`config.mk`:
```
export PLATFORM = sky130hd
export DESIGN_NAME = instmem_loader_flat
export DESIGN_NICKNAME = d
export VERILOG_FILES = /design/src/rtl/instmem_loader_if.sv /design/src/rtl/instmem_loader.sv /design/src/flat_wrapper.sv
export SDC_FILE = /design/constraint.sdc
export NUM_CORES = 1
export LEC_CHECK = 0
export CAP_MARGIN = 20
export CORE_MARGIN = 1
export CORE_UTILIZATION = 62
export CTS_BUF_LIST = sky130_fd_sc_hd__clkbuf_8
export CTS_CLUSTER_SIZE = 30
export DETAILED_ROUTE_END_ITERATION = 8
export PLACE_DENSITY = 0.81
export SETUP_SLACK_MARGIN = 0.4
export SYNTH_ARGS = -nofsm -noshare
export SYNTH_HDL_FRONTEND = slang
export SYNTH_SLANG_ARGS = --single-unit
```
`constraint.sdc`:
```
create_clock -name clk -period 4.55 [get_ports clk]
set_clock_uncertainty 0.05 [all_clocks]
set_input_delay 0.455 -clock clk [delete_from_list [all_inputs] [get_ports clk]]
set_output_delay 0.455 -clock clk [all_outputs]
set_load 0.01 [all_outputs]
```
`src/rtl/instmem_loader_if.sv`:
```
// Host byte stream in, instruction-memory byte writes and boot status out.
// Handshake: a byte moves on a rising clk edge where in_valid && in_ready;
// the host holds in_data stable while in_valid is high and not yet accepted.
interface instmem_loader_if #(
  parameter int ADDR_WIDTH = 12
);
  logic [7:0]            in_data;
  logic                  in_valid;
  logic                  in_ready;
  logic                  mem_we;
  logic [ADDR_WIDTH-1:0] mem_addr;
  logic [7:0]            mem_wdata;
  logic                  done;
  logic                  err;
  logic                  cpu_hold;

  // Host / bench side
  modport master (
    output in_data, in_valid,
    input  in_ready, mem_we, mem_addr, mem_wdata, done, err, cpu_hold
  );

  // Loader side
  modport slave (
    input  in_data, in_valid,
    output in_ready, mem_we, mem_addr, mem_wdata, done, err, cpu_hold
  );
endinterface

```
`src/rtl/instmem_loader.sv`:
```
// Byte-stream boot loader: parses SYNC/ADDR/LEN/PAYLOAD/CSUM frames,
// writes payload bytes into the instruction window and releases the CPU
// once a frame finishes with a zero modulo-256 checksum.
module instmem_loader #(
  parameter int          ADDR_WIDTH = 12,
  parameter logic [31:0] BASE_ADDR  = 32'hBFC00000,
  parameter logic [7:0]  SYNC_BYTE  = 8'hA5
) (
  input  logic               clk,
  input  logic               rst,
  instmem_loader_if.slave    bus,
  output logic [2:0]         o_dbg_state
);

  typedef enum logic [2:0] {
    S_IDLE    = 3'd0,
    S_ADDR    = 3'd1,
    S_LEN     = 3'd2,
    S_PAYLOAD = 3'd3,
    S_CSUM    = 3'd4,
    S_DONE    = 3'd5
  } state_t;

  state_t                r_state;
  state_t                w_next;
  logic [31:0]           r_addr;
  logic [7:0]            r_len_hi;
  logic [1:0]            r_cnt;
  logic [7:0]            r_csum;
  logic [ADDR_WIDTH-1:0] r_off;
  logic [15:0]           r_remain;
  logic                  r_mem_we;
  logic [ADDR_WIDTH-1:0] r_mem_addr;
  logic [7:0]            r_mem_wdata;
  logic                  r_err;
  logic                  r_cpu_hold;

  logic                  w_in_ready;
  logic                  w_acc;
  logic                  w_is_sync;
  logic [7:0]            w_csum_next;
  logic [15:0]           w_len_full;
  logic [32:0]           w_end;
  logic                  w_range_ok;

  // Not ready while in reset or during the single DONE cycle.
  assign w_in_ready  = ~rst & (r_state != S_DONE);
  assign w_acc       = bus.in_valid & w_in_ready;
  assign w_is_sync   = (bus.in_data == SYNC_BYTE);
  assign w_csum_next = r_csum + bus.in_data;
  // Full length as it stands once the second LEN byte is on the bus.
  assign w_len_full  = {r_len_hi, bus.in_data};
  // End offset computed wide so offset+LEN can never wrap past the window.
  assign w_end       = 33'(r_addr[ADDR_WIDTH-1:0]) + 33'(w_len_full);
  assign w_range_ok  = (r_addr[31:ADDR_WIDTH] == BASE_ADDR[31:ADDR_WIDTH]) &&
                       (w_end <= (33'd1 << ADDR_WIDTH));

  assign bus.in_ready  = w_in_ready;
  assign bus.mem_we    = r_mem_we;
  assign bus.mem_addr  = r_mem_addr;
  assign bus.mem_wdata = r_mem_wdata;
  assign bus.done      = (r_state == S_DONE);
  assign bus.err       = r_err;
  assign bus.cpu_hold  = r_cpu_hold;
  assign o_dbg_state   = r_state;

  // State register.
  always_ff @(posedge clk) begin
    if (rst) r_state <= S_IDLE;
    else     r_state <= w_next;
  end

  // Next-state decode of the frame format.
  always_comb begin
    w_next = r_state;
    case (r_state)
      S_IDLE:    if (w_acc && w_is_sync) w_next = S_ADDR;
      S_ADDR:    if (w_acc && r_cnt == 2'd3) w_next = S_LEN;
      S_LEN: begin
        if (w_acc && r_cnt == 2'd1) begin
          if (!w_range_ok)             w_next = S_IDLE;
          else if (w_len_full == 16'd0) w_next = S_CSUM;
          else                          w_next = S_PAYLOAD;
        end
      end
      S_PAYLOAD: if (w_acc && r_remain == 16'd1) w_next = S_CSUM;
      S_CSUM:    if (w_acc) w_next = (w_csum_next == 8'd0) ? S_DONE : S_IDLE;
      S_DONE:    w_next = S_IDLE;
      default:   w_next = S_IDLE;
    endcase
  end

  // Header capture, checksum, write strobe and status flags.
  always_ff @(posedge clk) begin
    if (rst) begin
      r_addr      <= '0;
      r_len_hi    <= '0;
      r_cnt       <= '0;
      r_csum      <= '0;
      r_off       <= '0;
      r_remain    <= '0;
      r_mem_we    <= 1'b0;
      r_mem_addr  <= '0;
      r_mem_wdata <= '0;
      r_err       <= 1'b0;
      r_cpu_hold  <= 1'b1;
    end else begin
      r_mem_we <= 1'b0;
      case (r_state)
        S_IDLE: begin
          if (w_acc && w_is_sync) begin
            r_csum     <= '0;
            r_err      <= 1'b0;
            r_cpu_hold <= 1'b1;
            r_cnt      <= '0;
          end
        end
        S_ADDR: begin
          if (w_acc) begin
            r_addr <= {r_addr[23:0], bus.in_data};
            r_csum <= w_csum_next;
            r_cnt  <= r_cnt + 2'd1;
          end
        end
        S_LEN: begin
          if (w_acc) begin
            r_len_hi <= bus.in_data;
            r_csum   <= w_csum_next;
            if (r_cnt == 2'd1) begin
              r_cnt <= '0;
              if (!w_range_ok) begin
                r_err <= 1'b1;
              end else begin
                r_off    <= r_addr[ADDR_WIDTH-1:0];
                r_remain <= w_len_full;
              end
            end else begin
              r_cnt <= r_cnt + 2'd1;
            end
          end
        end
        S_PAYLOAD: begin
          if (w_acc) begin
            r_mem_we    <= 1'b1;
            r_mem_addr  <= r_off;
            r_mem_wdata <= bus.in_data;
            r_off       <= r_off + 1'b1;
            r_remain    <= r_remain - 16'd1;
            r_csum      <= w_csum_next;
          end
        end
        S_CSUM: begin
          if (w_acc) begin
            r_csum <= w_csum_next;
            // Release the CPU together with the done pulse.
            if (w_csum_next == 8'd0) r_cpu_hold <= 1'b0;
            else                     r_err      <= 1'b1;
          end
        end
        default: ;
      endcase
    end
  end

endmodule

```
`src/flat_wrapper.sv`:
```
// flat-port wrapper written by rule: the top's interface ports become plain ports
module instmem_loader_flat 
#(
  parameter int          ADDR_WIDTH = 12,
  parameter logic [31:0] BASE_ADDR  = 32'hBFC00000,
  parameter logic [7:0]  SYNC_BYTE  = 8'hA5
)
  (clk, rst, o_dbg_state, bus_in_data, bus_in_valid, bus_in_ready, bus_mem_we, bus_mem_addr, bus_mem_wdata, bus_done, bus_err, bus_cpu_hold);
  instmem_loader_if #(.ADDR_WIDTH(ADDR_WIDTH)) bus_i ();
  input  logic clk;
  input  logic rst;
  output logic [2:0] o_dbg_state;
  input wire logic [$bits(bus_i.in_data)-1:0] bus_in_data;
  input wire logic [$bits(bus_i.in_valid)-1:0] bus_in_valid;
  output wire logic [$bits(bus_i.in_ready)-1:0] bus_in_ready;
  output wire logic [$bits(bus_i.mem_we)-1:0] bus_mem_we;
  output wire logic [$bits(bus_i.mem_addr)-1:0] bus_mem_addr;
  output wire logic [$bits(bus_i.mem_wdata)-1:0] bus_mem_wdata;
  output wire logic [$bits(bus_i.done)-1:0] bus_done;
  output wire logic [$bits(bus_i.err)-1:0] bus_err;
  output wire logic [$bits(bus_i.cpu_hold)-1:0] bus_cpu_hold;
  assign bus_i.in_data = bus_in_data;
  assign bus_i.in_valid = bus_in_valid;
  assign bus_in_ready = bus_i.in_ready;
  assign bus_mem_we = bus_i.mem_we;
  assign bus_mem_addr = bus_i.mem_addr;
  assign bus_mem_wdata = bus_i.mem_wdata;
  assign bus_done = bus_i.done;
  assign bus_err = bus_i.err;
  assign bus_cpu_hold = bus_i.cpu_hold;
  instmem_loader #(.ADDR_WIDTH(ADDR_WIDTH), .BASE_ADDR(BASE_ADDR), .SYNC_BYTE(SYNC_BYTE)) u_core (.clk(clk), .rst(rst), .bus(bus_i), .o_dbg_state(o_dbg_state));
endmodule
```
; ---- Yosys cells after proc, flatten, opt, wreduce, memory -nomap -nowiden
; Cells that the tools add are included.
[word_totals]
output_inout_bits = 28
word_cells = 110
input_bits = 11
register_bits = 104
[op_classes]
add_sub_neg = 5
mux = 39
reduce_logical = 24
magnitude_cmp = 1
bitwise_logic = 4
eq_ne = 25
[op_table]
columns = cell, count
row1 = $mux W16, 4
row2 = $mux W12, 4
row3 = $le A33 B13 Y1 const B, 1
row4 = $pmux W16 S2, 1
row5 = $mux W3, 8
row6 = $ne A2 B1 Y1 const B, 12
row7 = $pmux W12 S2, 1
row8 = $eq A20 B20 Y1 const B, 1
row9 = $add A12 B16 Y17, 1
row10 = $eq A16 B1 Y1 const B, 1
row11 = $logic_not A16 Y1, 1
row12 = $mux W8, 2
row13 = $pmux W8 S2, 1
row14 = $sub A16 B1 Y16 const B, 1
row15 = $pmux W3 S5, 1
row16 = $add A12 B1 Y12 const B, 1
row17 = $mux W1, 10
row18 = $reduce_and A5 Y1, 2
row19 = $add A8 B8 Y8, 1
row20 = $eq A8 B8 Y1 const B, 1
row21 = $logic_not A8 Y1, 1
row22 = $mux W2, 4
row23 = $reduce_and A4 Y1, 2
row24 = $reduce_and A7 Y1, 1
row25 = other kinds (21), 35

; ---- Logic depth before layout (Yosys ltp)
[depth]
ltp_word = 7
mapped_depth = 12
mapped_depth_nobuf = 12

; ---- Least setup slack after synthesis
; Ideal clock, no wire load.
[synth_timing]
kind = input -> register
startpoint = input bus_in_data[0]
endpoint = register u_core.r_off[0]
required_time_ns = 4.378
t_arrival_ns = 3.223
slack_ns = 1.155
path_stages = 12
setup_ns = 0.122
n_path_buf = 1
cell_sequence = ha_1 -> fa_1 -> a21o_1 -> a221o_1 -> mux2_1 -> a221o_1 -> nor3_1 -> a31oi_1 -> or3_1 -> buf_6 -> nor3b_1 -> nor3_1
[synth_via]
elab_chain_len = 5
[synth_lines]
columns = item, line_no
row1 = from (decl), flat_wrapper.sv:13  ; input wire logic [$bits(bus_i.in_data)-1:0] bus_in_data;
row2 = $add A12 B16 Y17, instmem_loader.sv:54  ; assign w_end = 33'(r_addr[ADDR_WIDTH-1:0]) + 33'(w_len_full);
row3 = $le A33 B13 Y1, instmem_loader.sv:56  ; (w_end <= (33'd1 << ADDR_WIDTH));
row4 = $logic_and A1 B1 Y1, instmem_loader.sv:55  ; assign w_range_ok = (r_addr[31:ADDR_WIDTH] == BASE_ADDR[31:ADDR_WIDTH]) &&
row5 = $ne A2 B1 Y1 (no line), --
row6 = $reduce_and A5 Y1 (no line), --
row7 = to (signal assigned), instmem_loader.sv:134  ; r_off <= r_addr[ADDR_WIDTH-1:0];
row8 = to (signal assigned), instmem_loader.sv:147  ; r_off <= r_off + 1'b1;
row9 = to (decl), instmem_loader.sv:30  ; logic [ADDR_WIDTH-1:0] r_off;
; Every way passes these cells.
; A chain may end at the register's enable or synchronous reset.

; ---- Worst setup path in the final report
[layout_timing]
startpoint = input bus_in_data[0]
endpoint = register u_core.r_remain[3]
[layout_via]
elab_chain_len = 5
[layout_lines]
columns = item, line_no
row1 = $add A12 B16 Y17, instmem_loader.sv:54
row2 = $le A33 B13 Y1, instmem_loader.sv:56
row3 = $logic_and A1 B1 Y1, instmem_loader.sv:55
row4 = $ne A2 B1 Y1 (no line), --
row5 = $reduce_and A5 Y1 (no line), --
row6 = to (signal assigned), instmem_loader.sv:135  ; r_remain <= w_len_full;
row7 = to (signal assigned), instmem_loader.sv:148  ; r_remain <= r_remain - 16'd1;
row8 = to (decl), instmem_loader.sv:31  ; logic [15:0] r_remain;
; Every way passes these cells.

==> flow_metrics.env <==
export IMPL_gp_congestion=0.995
export IMPL_rsz0062_at_grt="no"
export IMPL_post_cts_resized=0
export IMPL_p_seq_frac=0.578
export IMPL_stdcell_area_um2=6690
export IMPL_worstHoldPathType="register to register"
export IMPL_ys_seq_area_frac=0.349
export IMPL_numCtsBuffers=9
export IMPL_numPortBuffers=38
export IMPL_nFillCells=757
export IMPL_grt_pass1_wl_um=27000
export IMPL_period_needed_ns=3.81
export IMPL_p_sw_frac=0.253
export IMPL_hold_buffers=0
export IMPL_p_sw_uw=398
export IMPL_power_density_nw_per_um2=235
export IMPL_hold_viol=0
export IMPL_cts_clk_slew_worst_paths_ns=0.12
export IMPL_drt_iter0_markers=572
export IMPL_drt_pass1_iter_count=5
export IMPL_die_area_um2=10000
export IMPL_timing_slew_headroom=0.219
export IMPL_wl_um=16600
export IMPL_track_usage=0.342
export IMPL_htree_num_levels=3
export IMPL_async_flop_share=0
export IMPL_critPathKind="input port to register"
export IMPL_max_freq_mhz=263
export IMPL_ys_ff_latch=104
export IMPL_finalCritPeriodShare=0.837
export IMPL_vias=5990
export IMPL_cts_setup_buffers=0
export IMPL_postSynthCellCount=783
export IMPL_crit_arrival_ns=3.98
export IMPL_synth_avg_cell_area_um2=7.62
export IMPL_max_cap_violations=0
export IMPL_tightest_slew_ns=1.16
export IMPL_final_cell_mix="152 x nand2_1, 104 x dfxtp_1, 103 x a21oi_1, 48 x nor2_1"
export IMPL_ir_worst_vdd_mv=0.258
export IMPL_fp_dieH_um=100
export IMPL_synth_net_count=821
export IMPL_drc=0
export IMPL_placedInstanceArea_um2=6450
export IMPL_cts_tree="done"
export IMPL_ys_warn_count=0
export IMPL_grt_pass1_vias=5616
export IMPL_n_antenna_cell=0
export IMPL_die_x_um=100
export IMPL_cts_buffer_depth=2
export IMPL_dp_cells=920
export IMPL_grt_overflow_total=0
export IMPL_synth_edf_count=0
export IMPL_power_frac_comb=0.052
export IMPL_final_cells=938
export IMPL_seqCellArea_um2=2080
export IMPL_synth_area_um2=5970
export IMPL_start_util=0.643
export IMPL_antenna_left=0
export IMPL_multi_input_area_um2=3640
export IMPL_setup_viol=0
export IMPL_grt_max_degree=103
export IMPL_startpoint_type="input port"
export IMPL_status="finished, final reports clean"
export IMPL_fin_setup_tns_ns=0
export IMPL_via_per_inst=6.39
export IMPL_nNetsFinal=842
export IMPL_drive_above_1_share=0.0618
export IMPL_ys_types=67
export IMPL_cts_sinks=104
export IMPL_ys_flop_type="dfxtp_1"
export IMPL_core_um2=9280
export IMPL_required_ns=4.73
export IMPL_area_growth_pct=12.1
export IMPL_p_leak_uw=0.00232
export IMPL_io_pins=39
export IMPL_worst_setup_path_end_kind="register"
export IMPL_antenna_found_initial=1
export IMPL_clockPowerShare=0.371
export IMPL_final_common_cell="nand2_1"
export IMPL_maxSlewViolCount=0
export IMPL_path_max_fanout=10
export IMPL_place_hpwl_um=11900
export IMPL_root_buffer="clkbuf_8"
export IMPL_insertion_delay_ns=0.39
export IMPL_wire_per_inst_um=17.6
export IMPL_num_rows=35
export IMPL_internal_power_uw=1180
[flip-flops by register name (all words and copies together), names as in the netlist]
name                  count
u_core.r_len_hi           8
u_core.bus.mem_addr      12
u_core.r_cnt              2
u_core.bus.mem_wdata      8
u_core.r_addr            32
u_core.o_dbg_state        3
u_core.r_off             12
u_core.r_remain          16
u_core.bus.mem_we         1
u_core.bus.cpu_hold       1
u_core.r_csum             8
u_core.bus.err            1
[synth_stat cells, types with 9 or more instances]
library cell	n	area, µm²
nor4_1	9	56.3
a22oi_1	9	67.6
nand3_1	14	70.1
nor2_1	48	180
or3_1	9	56.3
dfxtp_1	104	2080
ha_1	25	313
o21ai_0	37	185
a21oi_1	103	515
nor3_1	27	135
nand2b_1	10	62.6
nand4_1	11	68.8
inv_1	18	67.6
nor2b_1	15	93.8
nand2_1	152	571
and3_1	9	56.3
clkbuf_1	38	143
[worst max-delay path, stage by stage]
cell             delay, ns
clkdlybuf4s50_1       0.44
ha_1                  0.24
fa_1                  0.42
a21o_1                0.19
a221o_1               0.31
a21oi_1               0.30
o221ai_1              0.15
or4_1                 0.49
or3_1                 0.62
nand2_4               0.25
a221oi_1              0.12
[cell type report]
type,instances,area share
Tap cell,129,0.0241
Clock inverter,5,0.00673
Sequential cell,104,0.311
Multi-Input combinational cell,616,0.544
Clock buffer,11,0.0226
Inverter,18,0.0101
Timing Repair Buffer,55,0.0812
[metal layers]
| layer | wire length, µm | vias up | part of all wire | GRT usage |
|---|---|---|---|---|
| li1 | - | 2874 | - | - |
| met1 | 6850 | 2828 | 0.41 | 0.436 |
| met2 | 7960 | 239 | 0.48 | 0.576 |
| met3 | 1210 | 47 | 0.073 | 0.0627 |
| met4 | 516 | 2 | 0.031 | 0.137 |
| met5 | 13 | - | 0.00079 | 0 |
[worst paths after layout]
check                                       startpoint                      to  slack [ns]  cells after the start
worst max-delay path                    bus_in_data[0]      u_core.r_remain[3]        0.74                     11
worst min-delay path            u_core.bus.mem_addr[6]  u_core.bus.mem_addr[6]        0.41                      2
worst max register to register        u_core.r_addr[0]      u_core.r_remain[3]        0.86                     10
worst min register to register  u_core.bus.mem_addr[6]  u_core.bus.mem_addr[6]        0.41                      2
[cells by family (layout without fill, tap and decap cells)]
group	Yosys count	in the layout	share of synthesized area
DFF	104	104	0.349
buffers and inverters	63	89	0.0419
AOI/OAI and AO/OA	233	233	0.249
xor gates and xnor gates	12	12	0.0176
adders and majority gates	27	27	0.0591
and+or+nand+nor	338	338	0.273
muxes	6	6	0.0103
[metrics by stage]
step / util / hold slack, ns / setup WS, ns / total power (µW)
floorplan: - / 0.390 / 1.16 / 974
global placement: 0.695 / 0.393 / 0.355 / 1010
global route: 0.720 / 0.435 / 0.534 / 1620
detailed placement: 0.695 / 0.402 / 0.331 / 1010
finish: 0.720 / 0.415 / 0.741 / 1580
CTS: 0.716 / 0.417 / 0.757 / 1580
[power by group through the flow]
stage / clock network [µW] / logic (µW) / registers [µW]
global placement: 0 / 77.8 / 931
floorplan: 0 / 43.3 / 931
finish: 584 / 81.5 / 910
detailed placement: 0 / 79.4 / 931
global route: 621 / 87.1 / 910
CTS: 592 / 79.7 / 910
(Power assumes the default switching activity.)
